--- src/rtl/mips_mem_pkg.sv ---
// Shared types and constants for the data-memory arbiter slice.
package mips_mem_pkg;
    localparam int ADDR_W = 10;
    localparam int DATA_W = 32;

    typedef enum logic [1:0] {
        IDLE = 2'd0,
        ACC  = 2'd1,
        RESP = 2'd2
    } arb_state_t;

    typedef struct packed {
        logic              we;
        logic [ADDR_W-1:0] addr;
        logic [DATA_W-1:0] wdata;
    } mem_req_t;
endpackage

--- src/rtl/datamem_arbiter_if.sv ---
// Requester and memory-side signal bundle for datamem_arbiter.
// slave = the arbiter; master = requesters plus the memory that feed it.
interface datamem_arbiter_if
    import mips_mem_pkg::*;
#(
    parameter int ADDR_W = mips_mem_pkg::ADDR_W,
    parameter int DATA_W = mips_mem_pkg::DATA_W
);
    logic [1:0]        req;
    logic [1:0]        we;
    logic [ADDR_W-1:0] addr0;
    logic [ADDR_W-1:0] addr1;
    logic [DATA_W-1:0] wdata0;
    logic [DATA_W-1:0] wdata1;
    logic [1:0]        ack;
    logic [DATA_W-1:0] rdata;
    logic              busy;
    logic              mem_readMem;
    logic              mem_writeMem;
    logic [ADDR_W-1:0] mem_R_addr;
    logic [ADDR_W-1:0] mem_W_addr;
    logic [DATA_W-1:0] mem_W_data;
    logic [DATA_W-1:0] mem_R_data;

    modport slave (
        input  req, we, addr0, addr1, wdata0, wdata1, mem_R_data,
        output ack, rdata, busy, mem_readMem, mem_writeMem,
               mem_R_addr, mem_W_addr, mem_W_data
    );

    modport master (
        output req, we, addr0, addr1, wdata0, wdata1, mem_R_data,
        input  ack, rdata, busy, mem_readMem, mem_writeMem,
               mem_R_addr, mem_W_addr, mem_W_data
    );
endinterface

--- src/rtl/rr_arbiter2.sv ---
// Two-port winner select; round-robin pointer only moves when both ports tie.
module rr_arbiter2 #(
    parameter int FIXED_PRIO = 0
) (
    input  logic       clk,
    input  logic       rst,
    input  logic [1:0] req,
    input  logic       advance,
    output logic       win_id
);
    logic rr_ptr_reg;

    always_comb begin
        win_id = 1'b0;
        case (req)
            2'b10:   win_id = 1'b1;
            2'b11:   win_id = (FIXED_PRIO != 0) ? 1'b0 : rr_ptr_reg;
            default: win_id = 1'b0;
        endcase
    end

    always_ff @(posedge clk) begin
        if (rst) begin
            rr_ptr_reg <= 1'b0;
        end else if (advance && (req == 2'b11) && (FIXED_PRIO == 0)) begin
            rr_ptr_reg <= ~win_id;
        end
    end
endmodule

--- src/rtl/datamem_arbiter.sv ---
// Serialises two requesters onto a single-port data memory:
// IDLE latches the winner, ACC performs the access, RESP returns ack/rdata.
module datamem_arbiter
    import mips_mem_pkg::*;
#(
    parameter int ADDR_W     = mips_mem_pkg::ADDR_W,
    parameter int DATA_W     = mips_mem_pkg::DATA_W,
    parameter int FIXED_PRIO = 0
) (
    input logic               clk,
    input logic               rst,
    datamem_arbiter_if.slave  bus
);
    arb_state_t        state_reg, state_next;
    mem_req_t          req_reg;
    logic              win_reg;
    logic              win_id;
    logic [DATA_W-1:0] rdata_reg;
    logic [ADDR_W-1:0] win_addr;
    logic [DATA_W-1:0] win_wdata;

    assign win_addr  = win_id ? bus.addr1  : bus.addr0;
    assign win_wdata = win_id ? bus.wdata1 : bus.wdata0;

    rr_arbiter2 #(
        .FIXED_PRIO (FIXED_PRIO)
    ) u_arb (
        .clk     (clk),
        .rst     (rst),
        .req     (bus.req),
        .advance (state_reg == IDLE),
        .win_id  (win_id)
    );

    always_ff @(posedge clk) begin
        if (rst) begin
            state_reg <= IDLE;
        end else begin
            state_reg <= state_next;
        end
    end

    always_comb begin
        state_next = state_reg;
        case (state_reg)
            IDLE:    if (|bus.req) state_next = ACC;
            ACC:     state_next = RESP;
            RESP:    state_next = IDLE;
            default: state_next = IDLE;
        endcase
    end

    // Requester inputs are only looked at in IDLE; later changes are ignored.
    always_ff @(posedge clk) begin
        if (rst) begin
            req_reg   <= '0;
            win_reg   <= 1'b0;
            rdata_reg <= '0;
        end else begin
            if ((state_reg == IDLE) && (|bus.req)) begin
                req_reg <= '{we: bus.we[win_id], addr: win_addr, wdata: win_wdata};
                win_reg <= win_id;
            end
            if ((state_reg == ACC) && !req_reg.we) begin
                rdata_reg <= bus.mem_R_data;
            end
        end
    end

    always_comb begin
        bus.busy         = (state_reg != IDLE);
        bus.rdata        = rdata_reg;
        bus.mem_readMem  = 1'b0;
        bus.mem_writeMem = 1'b0;
        bus.mem_R_addr   = '0;
        bus.mem_W_addr   = '0;
        bus.mem_W_data   = '0;
        if (state_reg == ACC) begin
            // A reset landing on the access cycle must not corrupt memory.
            bus.mem_writeMem = req_reg.we & ~rst;
            bus.mem_readMem  = ~req_reg.we;
            bus.mem_R_addr   = req_reg.addr;
            bus.mem_W_addr   = req_reg.addr;
            bus.mem_W_data   = req_reg.wdata;
        end
    end

    for (genvar gi = 0; gi < 2; gi++) begin : g_ack
        assign bus.ack[gi] = (state_reg == RESP) && (win_reg == 1'(gi));
    end
endmodule

--- src/flat_wrapper.sv ---
// flat-port wrapper written by rule: the top's interface ports become plain ports
module datamem_arbiter_flat import mips_mem_pkg::*;
#(
    parameter int ADDR_W     = mips_mem_pkg::ADDR_W,
    parameter int DATA_W     = mips_mem_pkg::DATA_W,
    parameter int FIXED_PRIO = 0
)
  (clk, rst, bus_req, bus_we, bus_addr0, bus_addr1, bus_wdata0, bus_wdata1, bus_mem_R_data, bus_ack, bus_rdata, bus_busy, bus_mem_readMem, bus_mem_writeMem, bus_mem_R_addr, bus_mem_W_addr, bus_mem_W_data);
  datamem_arbiter_if #(.ADDR_W(ADDR_W), .DATA_W(DATA_W)) bus_i ();
  input logic clk;
  input logic rst;
  input wire logic [$bits(bus_i.req)-1:0] bus_req;
  input wire logic [$bits(bus_i.we)-1:0] bus_we;
  input wire logic [$bits(bus_i.addr0)-1:0] bus_addr0;
  input wire logic [$bits(bus_i.addr1)-1:0] bus_addr1;
  input wire logic [$bits(bus_i.wdata0)-1:0] bus_wdata0;
  input wire logic [$bits(bus_i.wdata1)-1:0] bus_wdata1;
  input wire logic [$bits(bus_i.mem_R_data)-1:0] bus_mem_R_data;
  output wire logic [$bits(bus_i.ack)-1:0] bus_ack;
  output wire logic [$bits(bus_i.rdata)-1:0] bus_rdata;
  output wire logic [$bits(bus_i.busy)-1:0] bus_busy;
  output wire logic [$bits(bus_i.mem_readMem)-1:0] bus_mem_readMem;
  output wire logic [$bits(bus_i.mem_writeMem)-1:0] bus_mem_writeMem;
  output wire logic [$bits(bus_i.mem_R_addr)-1:0] bus_mem_R_addr;
  output wire logic [$bits(bus_i.mem_W_addr)-1:0] bus_mem_W_addr;
  output wire logic [$bits(bus_i.mem_W_data)-1:0] bus_mem_W_data;
  assign bus_i.req = bus_req;
  assign bus_i.we = bus_we;
  assign bus_i.addr0 = bus_addr0;
  assign bus_i.addr1 = bus_addr1;
  assign bus_i.wdata0 = bus_wdata0;
  assign bus_i.wdata1 = bus_wdata1;
  assign bus_i.mem_R_data = bus_mem_R_data;
  assign bus_ack = bus_i.ack;
  assign bus_rdata = bus_i.rdata;
  assign bus_busy = bus_i.busy;
  assign bus_mem_readMem = bus_i.mem_readMem;
  assign bus_mem_writeMem = bus_i.mem_writeMem;
  assign bus_mem_R_addr = bus_i.mem_R_addr;
  assign bus_mem_W_addr = bus_i.mem_W_addr;
  assign bus_mem_W_data = bus_i.mem_W_data;
  datamem_arbiter #(.ADDR_W(ADDR_W), .DATA_W(DATA_W), .FIXED_PRIO(FIXED_PRIO)) u_core (.clk(clk), .rst(rst), .bus(bus_i));
endmodule
--- config.mk ---
export PLATFORM = sky130hd
export DESIGN_NAME = datamem_arbiter_flat
export DESIGN_NICKNAME = d
export VERILOG_FILES = /design/src/rtl/mips_mem_pkg.sv /design/src/rtl/datamem_arbiter_if.sv /design/src/rtl/rr_arbiter2.sv /design/src/rtl/datamem_arbiter.sv /design/src/flat_wrapper.sv
export SDC_FILE = /design/constraint.sdc
export NUM_CORES = 1
export LEC_CHECK = 0
export CELL_PAD_IN_SITES_DETAIL_PLACEMENT = 1
export CELL_PAD_IN_SITES_GLOBAL_PLACEMENT = 1
export CORE_MARGIN = 3
export CORE_UTILIZATION = 27
export DETAILED_ROUTE_END_ITERATION = 16
export PLACE_DENSITY_LB_ADDON = 0.12
export SLEW_MARGIN = 0
export SYNTH_ARGS = -nofsm -noshare
export SYNTH_HDL_FRONTEND = slang
export SYNTH_HIERARCHICAL = 1
export SYNTH_SLANG_ARGS = --single-unit
--- constraint.sdc ---
create_clock -name clk -period 1.75 [get_ports clk]
set_input_delay 0.2625 -clock clk [delete_from_list [all_inputs] [get_ports clk]]
set_output_delay 0.2625 -clock clk [all_outputs]
set_load 0.02 [all_outputs]
==> metrics.cfg, run 1 <==
[synthesis]
syn_area_sq_um = 3700
yosys_register_bits = 79
synth_cell_types = 26
synth_nets = 539
ys.warnings.count = 6
synth-seq-area-share_pct = 42.7
syn_inst = 417
syn_area_per_cell_sq_um = 8.88

[floorplan]
coreArea_sq_um = 13300
die_w_microns = 123
ios = 211
die_area_sq_um = 15200
chipHeight_microns = 123
initial_core_util_pct = 27.7
row_count = 42

[setup_path]
start_kind = register
slowest_delay_ns = 0.35
crit_start = u_core/state_reg[0]
required_ns = 1.49
cp.buffers_inverters = 3
criticalPathCategory = reg -> out
slowest_stage = dfxtp_2
critPathCapture = bus_mem_W_addr[6]
rr_startpoint = u_core/state_reg[1]
crit_chain = nor2b_4 > buf_6 > clkbuf_16 > and2_1 > buf_2
critPathMaxFanout = 8
reg2reg_to = u_core/req_reg[30]
crit_arrival_ns = 1.44
cp-end-kind = primary output
crit_family = buffers and inverters
path_depth = 5
r2r_slack_ns = 0.16
ff2ff_path_depth = 6

[finish]
multiInputGateArea_sq_um = 1850
seqCellArea_sq_um = 1580
final_cells = 791
drive_gt1_share_pct = 19.1
num-fill-cells = 1547
largest_register_ff_count = 43
design_area_sq_um = 6120
final_nets = 731
syn_to_final_growth_pct = 65.4

[global_route]
grt_use_total_pct = 16.9
grt_max_degree = 80
grt_pass1_wl_microns = 20000
overflow = 0
antenna_found_initial = 1
grt_pass1_vias = 3834

[timing]
setup_violations = 0
slew-limit-headroom_pct = 35.3
drv_slew = 0
finClkSkew_ns = 0.00551
finalCritPeriodShare_pct = 97.1
hold_viol = 0
finalCriticalPeriod_ns = 1.70
worstMarginPinSlew_ns = 0.971
grt_setup_unrepaired = yes
fmax_ghz = 0.589
whs_ns = 0.121

[clock_network]
root_buffer = clkbuf_16
cts_sinks = 79
cts_made_buffers = 9
cts_hold_buf = 0
htree_num_levels = 3
clk_latency_ns = 0.33
cts_tree = yes
clk_path_buf_depth = 2
clkTransAtPathRegs_ns = 0.06

[route]
drc = 0
drt-pass1-iter-count = 4
vias = 3715
antenna_left = 0
wl_per_cell_microns = 16.9
drtIter0Drc = 184
viasPerCell = 4.70
totalWireLength_microns = 13400

[place]
portBuffers = 210
dp.cells = 768
dpl_cell_area_sq_um = 5880
hpwl_microns = 9040
place_congestion = 0.712

[status]
status = finished, final reports clean

[power]
peakVddDrop_v = 0.000489
p_leak_nw = 2.42
power.total_mw = 5.28
powerDensity_nw_per_um2 = 861

[min_path]
min_path_type = in -> reg

[flow_run]
drv_cap = 0

repair_timing:
| action | CTS | global route |
|---|---|---|
| resized for setup | 181 | 95 |
| cloned | 1 | 3 |
| setup endpoints to repair | 100 | 68 |
| buffers inserted | 0 | 2 |
| pin swaps | 1 | 0 |
report_power, final:
part | switching, mW | internal, mW
logic | 0.661 | 0.684
registers | 0.0841 | 1.97
clock network | 0.742 | 1.14
total | 1.49 | 3.79
how the worst min path moves through the flow:
stage	depth (start not counted)	startpoint	endpoint	slack [ns]
3_3_place_gp	2	u_core/bus.rdata[21]	u_core/bus.rdata[21]	0.44
4_1_cts	2	rst	u_core/state_reg[1]	0.10
2_1_floorplan	2	bus_mem_R_data[0]	u_core/bus.rdata[0]	0.40
3_5_place_dp	2	u_core/bus.rdata[21]	u_core/bus.rdata[21]	0.45
5_1_grt	2	rst	u_core/state_reg[1]	0.1
6_report	2	rst	u_core/state_reg[1]	0.12
placed cells by master, fill, tap and decap left out, types with 2 or more instances in the layout:
cell type        Yosys  routed
a211oi_1            43      43
a21oi_1             67      67
a21oi_2              9       9
and2_1              43      37
and2_4               0       6
buf_12               0       4
buf_2               14      21
buf_4               12      40
buf_6                8       7
clkbuf_16            0      10
clkdlybuf4s50_1      0     152
clkinv_2             0       3
clkinv_4             2       2
clkinvlp_4           0       2
dfxtp_1             79      77
dfxtp_2              0       2
dlygate4sd2_1        0       3
mux2i_1             43      43
nand2_1             64      64
nand3_1              2       2
nor2_1               2       2
nor2_4               1       2
nor2b_4              0       2
layout make-up:
cell class	instances	share of cell area, %
tap	176	3.60
clock buffer	10	3.90
inverter	3	0.347
antenna	1	0.0409
multi-input combinational	287	30.2
sequential	79	25.9
timing repair buffer	229	35.1
clock inverter	6	0.981
synth_stat cells:
cell	n	area [sq um]
dfxtp_1	79	1580
a21oi_1	67	335
nand2_1	64	240
a211oi_1	43	323
and2_1	43	269
mux2i_1	43	430
clkbuf_1	15	56.3
buf_2	14	70.1
buf_4	12	90.1
a21oi_2	9	78.8
buf_6	8	90.1
nor2b_1	3	18.8
clkinv_4	2	17.5
nand3_1	2	10.0
nor2_1	2	7.51
a21boi_0	1	7.51
and3b_1	1	8.76
inv_1	1	3.75
mux2_4	1	15.0
nor2_4	1	11.3
nor3_1	1	5.00
nor3b_1	1	7.51
o21ai_0	1	5.00
or2_1	1	6.26
or2_2	1	6.26
or3b_1	1	8.76
stage by stage:
step | utilization (%) | worst slack [ns] | TNS [ns]
4_1_cts | 45.9 | -0.0982 | -0.511
3_3_place_gp | 44.1 | -0.300 | -17.17
5_1_grt | 45.9 | -0.0379 | -0.504
6_report | 45.9 | 0.0515 | 0
2_1_floorplan | - | 0.198 | 0
3_5_place_dp | 44.1 | -0.390 | -18.31
logic make-up after synthesis:
family	share of synthesized area [%]
AOI/OAI and AO/OA	20.2
buffers and inverters	8.85
DFF	42.7
and+or+nand+nor	16.2
muxes	12.0
metal layers:
metal / routed length [microns] / global-route usage [%]
met1: 5520 / 20.1
met2: 6560 / 28.8
met3: 1000 / 4.76
met4: 286 / 6.71
met5: 13 / 0
worst register-to-register path: stages, from the launching register on:
cell and delay [ns]:
dfxtp_2 0.35, or2_4 0.30, buf_4 0.16, clkinv_4 0.18, buf_4 0.21, a21oi_1 0.07, a211oi_1 0.23
No activity file was read; power rests on OpenSTA's default activity.
==> inputs of run 2 (changes only) <==
CORE_UTILIZATION = 26   (was 27)
CTS_CLUSTER_SIZE = 12   (was not set)
SYNTH_HIERARCHICAL = not set   (was 1)
==> run 2 against run 1 <==
Net effect:
- final cell count is 6.4% higher
- highest routed layer unchanged
- flip-flop and latch count stayed put
- clock-buffer cell count is 1 lower
- global-route usage is 1.7 points higher
- critical path type unchanged
==> metrics.cfg, run 2 <==
[timing]
finalCriticalPeriod_ns = 1.74
whs_ns = 0.132
slew-limit-headroom_pct = 39.2
finalCritPeriodShare_pct = 99.7
drv_slew = 0
tns_ns = 0
grt_setup_unrepaired = yes
fmax_ghz = 0.573
worstMarginPinSlew_ns = 0.912
setup_violations = 0
setup_ws_ns = 0.00531
hold_viol = 0
finClkSkew_ns = 0.00833

[route]
vias = 4210
drtIter0Drc = 137
wl_per_cell_microns = 17.9
antenna_left = 0
viasPerCell = 5.00
drt-pass1-iter-count = 6
totalWireLength_microns = 15000
drc = 0

[floorplan]
die_area_sq_um = 15800
coreArea_sq_um = 13900
ios = 211
initial_core_util_pct = 26.6
die_w_microns = 126
row_count = 43
chipHeight_microns = 126

[clock_network]
root_buffer = clkbuf_16
cts_made_buffers = 9
cts_tree = yes
post_cts_buffers = 0
clk_latency_ns = 0.34
clk_path_buf_depth = 2
clkTransAtPathRegs_ns = 0.06
cts_sinks = 79
htree_num_levels = 3
cts_hold_buf = 0

[place]
post-place-ws_ns = -0.0670
place_congestion = 0.738
portBuffers = 210
hpwl_microns = 10700

[finish]
num-fill-cells = 1671
final_common_cell = clkdlybuf4s50_1
final_nets = 781
drive_gt1_share_pct = 16.0
largest_register_ff_count = 43
num_antenna_cells = 0
final_cell_mix = clkdlybuf4s50_1 (151), dfxtp_1 (79), a21oi_1 (76)
syn_to_final_growth_pct = 65.2

[setup_path]
cp-end-kind = primary output
crit_arrival_ns = 1.48
critPathMaxFanout = 3
crit_family = simple AND/OR/NAND/NOR gates
cp.buffers_inverters = 2
criticalPathCategory = reg -> out
reg2reg_to = u_core.bus.rdata[14]
crit_chain = or3b_1 > clkinv_2 > clkdlybuf4s15_2
rr_startpoint = u_core.state_reg[1]
r2r_slack_ns = 0.22
ff2ff_path_depth = 5
required_ns = 1.49
slowest_delay_ns = 0.46
start_kind = register
slowest_stage = or3b_1

[min_path]
holdPathEnd = u_core.state_reg[1]
hp-start = rst
min_path_type = in -> reg
hold_depth = 2

[synthesis]
synth_edf_count = 0
synth_area_leader_cell = dfxtp_1
yosys_register_bits = 79
ys.warnings.count = 0
syn_area_sq_um = 3710
yosys-top-cells-area = dfxtp_1 (43%), a21oi_1 (10%), a311oi_1 (10%)
syn_inst = 472
synth_nets = 594
syn_area_per_cell_sq_um = 7.87
synth_ff_type = dfxtp_1
synth_cell_types = 26
synth_common_cells = dfxtp_1 (79), a21oi_1 (76), nand2_1 (64), nand3_1 (44), o21ai_0 (44)
ys_async_sr_fraction_pct = 0
yosys.area.top_type_share_pct = 42.6
synth-seq-area-share_pct = 42.6
synth.most_common_cell = dfxtp_1

[global_route]
overflow = 0
antenna_found_initial = 1
grt_pass1_wl_microns = 23600
grt_use_total_pct = 18.6
grt_pass1_vias = 4507
grt_max_degree = 79

[power]
peakVddDrop_v = 0.000423
p_leak_nw = 2.34
powerDensity_nw_per_um2 = 877

[status]
status = finished, final reports clean

[flow_run]
drv_cap = 0

[run 2: per-stage QoR]
step | cell area [sq um] | utilization (%) | power, mW | instances
after CTS | 6340 | 45.5 | 5.48 | 842
final | 6140 | 44.0 | 5.38 | 842
after global routing | 6140 | 44.0 | 5.66 | 842
after detailed placement | 6010 | 43.1 | 3.50 | 828
after floorplan | 3710 | - | 2.76 | 472
after global placement | 6010 | 43.1 | 3.48 | 828
[run 2: how the worst max path moves through the flow]
stage	start	slack, ns	depth (start not counted)	to
finish	u_core.state_reg[1]	0.005	3	bus_mem_readMem
global route	u_core.state_reg[0]	-0.07	4	bus_mem_W_data[25]
CTS	u_core.state_reg[0]	-0.05	4	bus_mem_writeMem
detailed placement	bus_req[0]	-0.07	5	u_core.req_reg[20]
global placement	bus_req[0]	-0.02	5	u_core.req_reg[17]
floorplan	u_core.state_reg[0]	0.15	4	bus_mem_W_addr[0]
[run 2: what timing repair did]
action / 4_1_cts / 5_1_grt
setup endpoints to repair: 57 / 54
resized for setup: 175 / 47
pin swaps: 0 / 0
[run 2: cell families (layout without fill, tap and decap cells)]
group | count (synthesis) | count (layout) | share of synthesized area, %
and+or+nand+nor | 165 | 165 | 22.1
AOI/OAI and AO/OA | 163 | 163 | 26.3
buffers and inverters | 64 | 254 | 8.73
DFF | 79 | 79 | 42.6
xor gates and xnor gates | 1 | 1 | 0.236
[run 2: report_power, final]
| part | switching, mW | internal (mW) | total (mW) |
|---|---|---|---|
| combinational | 0.692 | 0.660 | 1.35 |
| clock | 0.748 | 1.23 | 1.97 |
| sequential | 0.0868 | 1.97 | 2.06 |
| total | 1.53 | 3.86 | 5.38 |
[run 2: layout make-up]
cell class	instances	area, sq um	share of cell area, %
Tap cell	180	225	3.67
Multi-Input combinational cell	329	1830	29.8
Sequential cell	79	1580	25.8
Inverter	3	12.5	0.204
Timing Repair Buffer	237	2190	35.6
Clock inverter	5	75.1	1.22
Clock buffer	9	225	3.67
[run 2: routing by layer]
layer  track usage, %  part of all wire (%)
met3             6.15                   7.6
met5                0                 0.047
met4             6.51                   1.6
met1             22.5                    43
met2             31.0                    48
==> RTL change: new RTL, settings of run 1 <==
Change the package constant `DATA_W` from 32 to 40.
--- a/src/rtl/mips_mem_pkg.sv
+++ b/src/rtl/mips_mem_pkg.sv
@@ -2,5 +2,5 @@
 package mips_mem_pkg;
     localparam int ADDR_W = 10;
-    localparam int DATA_W = 32;
+    localparam int DATA_W = 40;
 
     typedef enum logic [1:0] {
Interface: changed (5 resized); port bits go from 211 to 251. No check against the original RTL was run, so the function may have changed too.
==> RTL change against run 1 <==
Routed wire length rose by 27%; clock power rose by 9.6%; count of clock-buffer cells in the layout rose by 3; critical path depth fell by 2; sequential cell count rose by 16; worst setup slack improved by 1.5 ps; power rose by 18%; cell area rose by 21%; synthesized area rose by 21%; critical path type unchanged; largest cell class unchanged; highest routed layer is now met4.
==> RTL change: results (changes against run 1) <==
| Result | Value | Unit | vs run 1 |
|:---|:---|:---|:---|
| Sw Ratio | 0.282 | - | about the same |
| Leakage dissipation | 2.89 | nW | was 2.42 nW |
| Status | finished, final reports clean | - | unchanged |
| Setup Buffers After CTS | 1 | - | was 0 |
| Relative contribution of combinational cells to total power | 0.271 | - | was 0.255 |
| Area fraction in compound gates after synthesis | 0.219 | - | was 0.202 |
| Fill cell total of the finished layout | 1866 | - | was 1547 |
| Peak fanout along the critical path | 3 | - | was 8 |
| Final HPWL DP | 12.1 | mm | was 9.04 mm |
| Via-per-instance ratio | 4.70 | - | about the same |
| Flip-flop count of the largest register, all copies and words added | 51 | - | was 43 |
| Area used by multi-input combinational logic | 0.00227 | sq mm | was 0.00185 sq mm |
| Multi-input combinational cell count | 342 | - | was 287 |
| Floorplan core area | 0.0161 | sq mm | was 0.0133 sq mm |
| Clock-cell share | 0.0419 | - | was 0.0488 |
| Count of cells along the worst register-to-register path | 5 | - | was 6 |
| Final routed wire length divided by cell count | 18.1 | microns | was 16.9 microns |
| Actual transition at the worst max-transition pin | 526 | ps | was 971 ps |
| Die area | 0.0182 | sq mm | was 0.0152 sq mm |
| Net count reported at finish | 869 | - | was 731 |
| Last weighted congestion value of the routability-driven placer | 0.715 | - | was 0.712 |
| Setup slack of the most critical reg-to-reg path | 200 | ps | was 160 ps |
| Sequential Area | 0.00190 | sq mm | was 0.00158 sq mm |
| Worst Hold Margin | 116 | ps | was 121 ps |
| Final-layout non-clock buffer area share | 0.355 | - | was 0.351 |
-- RTL change: changes by cell type in the layout (fill, tap and decap cells not counted), sizes merged, moves of 8 or more --
cell           before  now
mux2i              43   51
a21oi              76   92
a211oi             43   51
buf                72   84
dfxtp              79   95
nand2              64   80
clkdlybuf4s50     152  184
and2               43   51
-- RTL change: how the worst max path moves through the flow --
stage / startpoint / to / slack, ps
after floorplan: u_core/state_reg[0] / bus_mem_W_addr[0] / 210
after global placement: bus_req[1] / u_core/req_reg[7] / -50
after detailed placement: bus_req[1] / u_core/req_reg[0] / -120
after CTS: u_core/state_reg[0] / bus_mem_W_addr[9] / -40
after global routing: u_core/state_reg[1] / bus_mem_W_data[36] / -20
final: u_core/state_reg[1] / bus_mem_readMem / 50
-- RTL change: routing by layer --
layer  global-route usage  part of all wire  up-vias
met2                0.309              0.49      152
met3               0.0589             0.082       21
li1                     -                 -     2161
met1                0.218              0.41     2104
met4               0.0594             0.020        0
met5                    0                 0        -
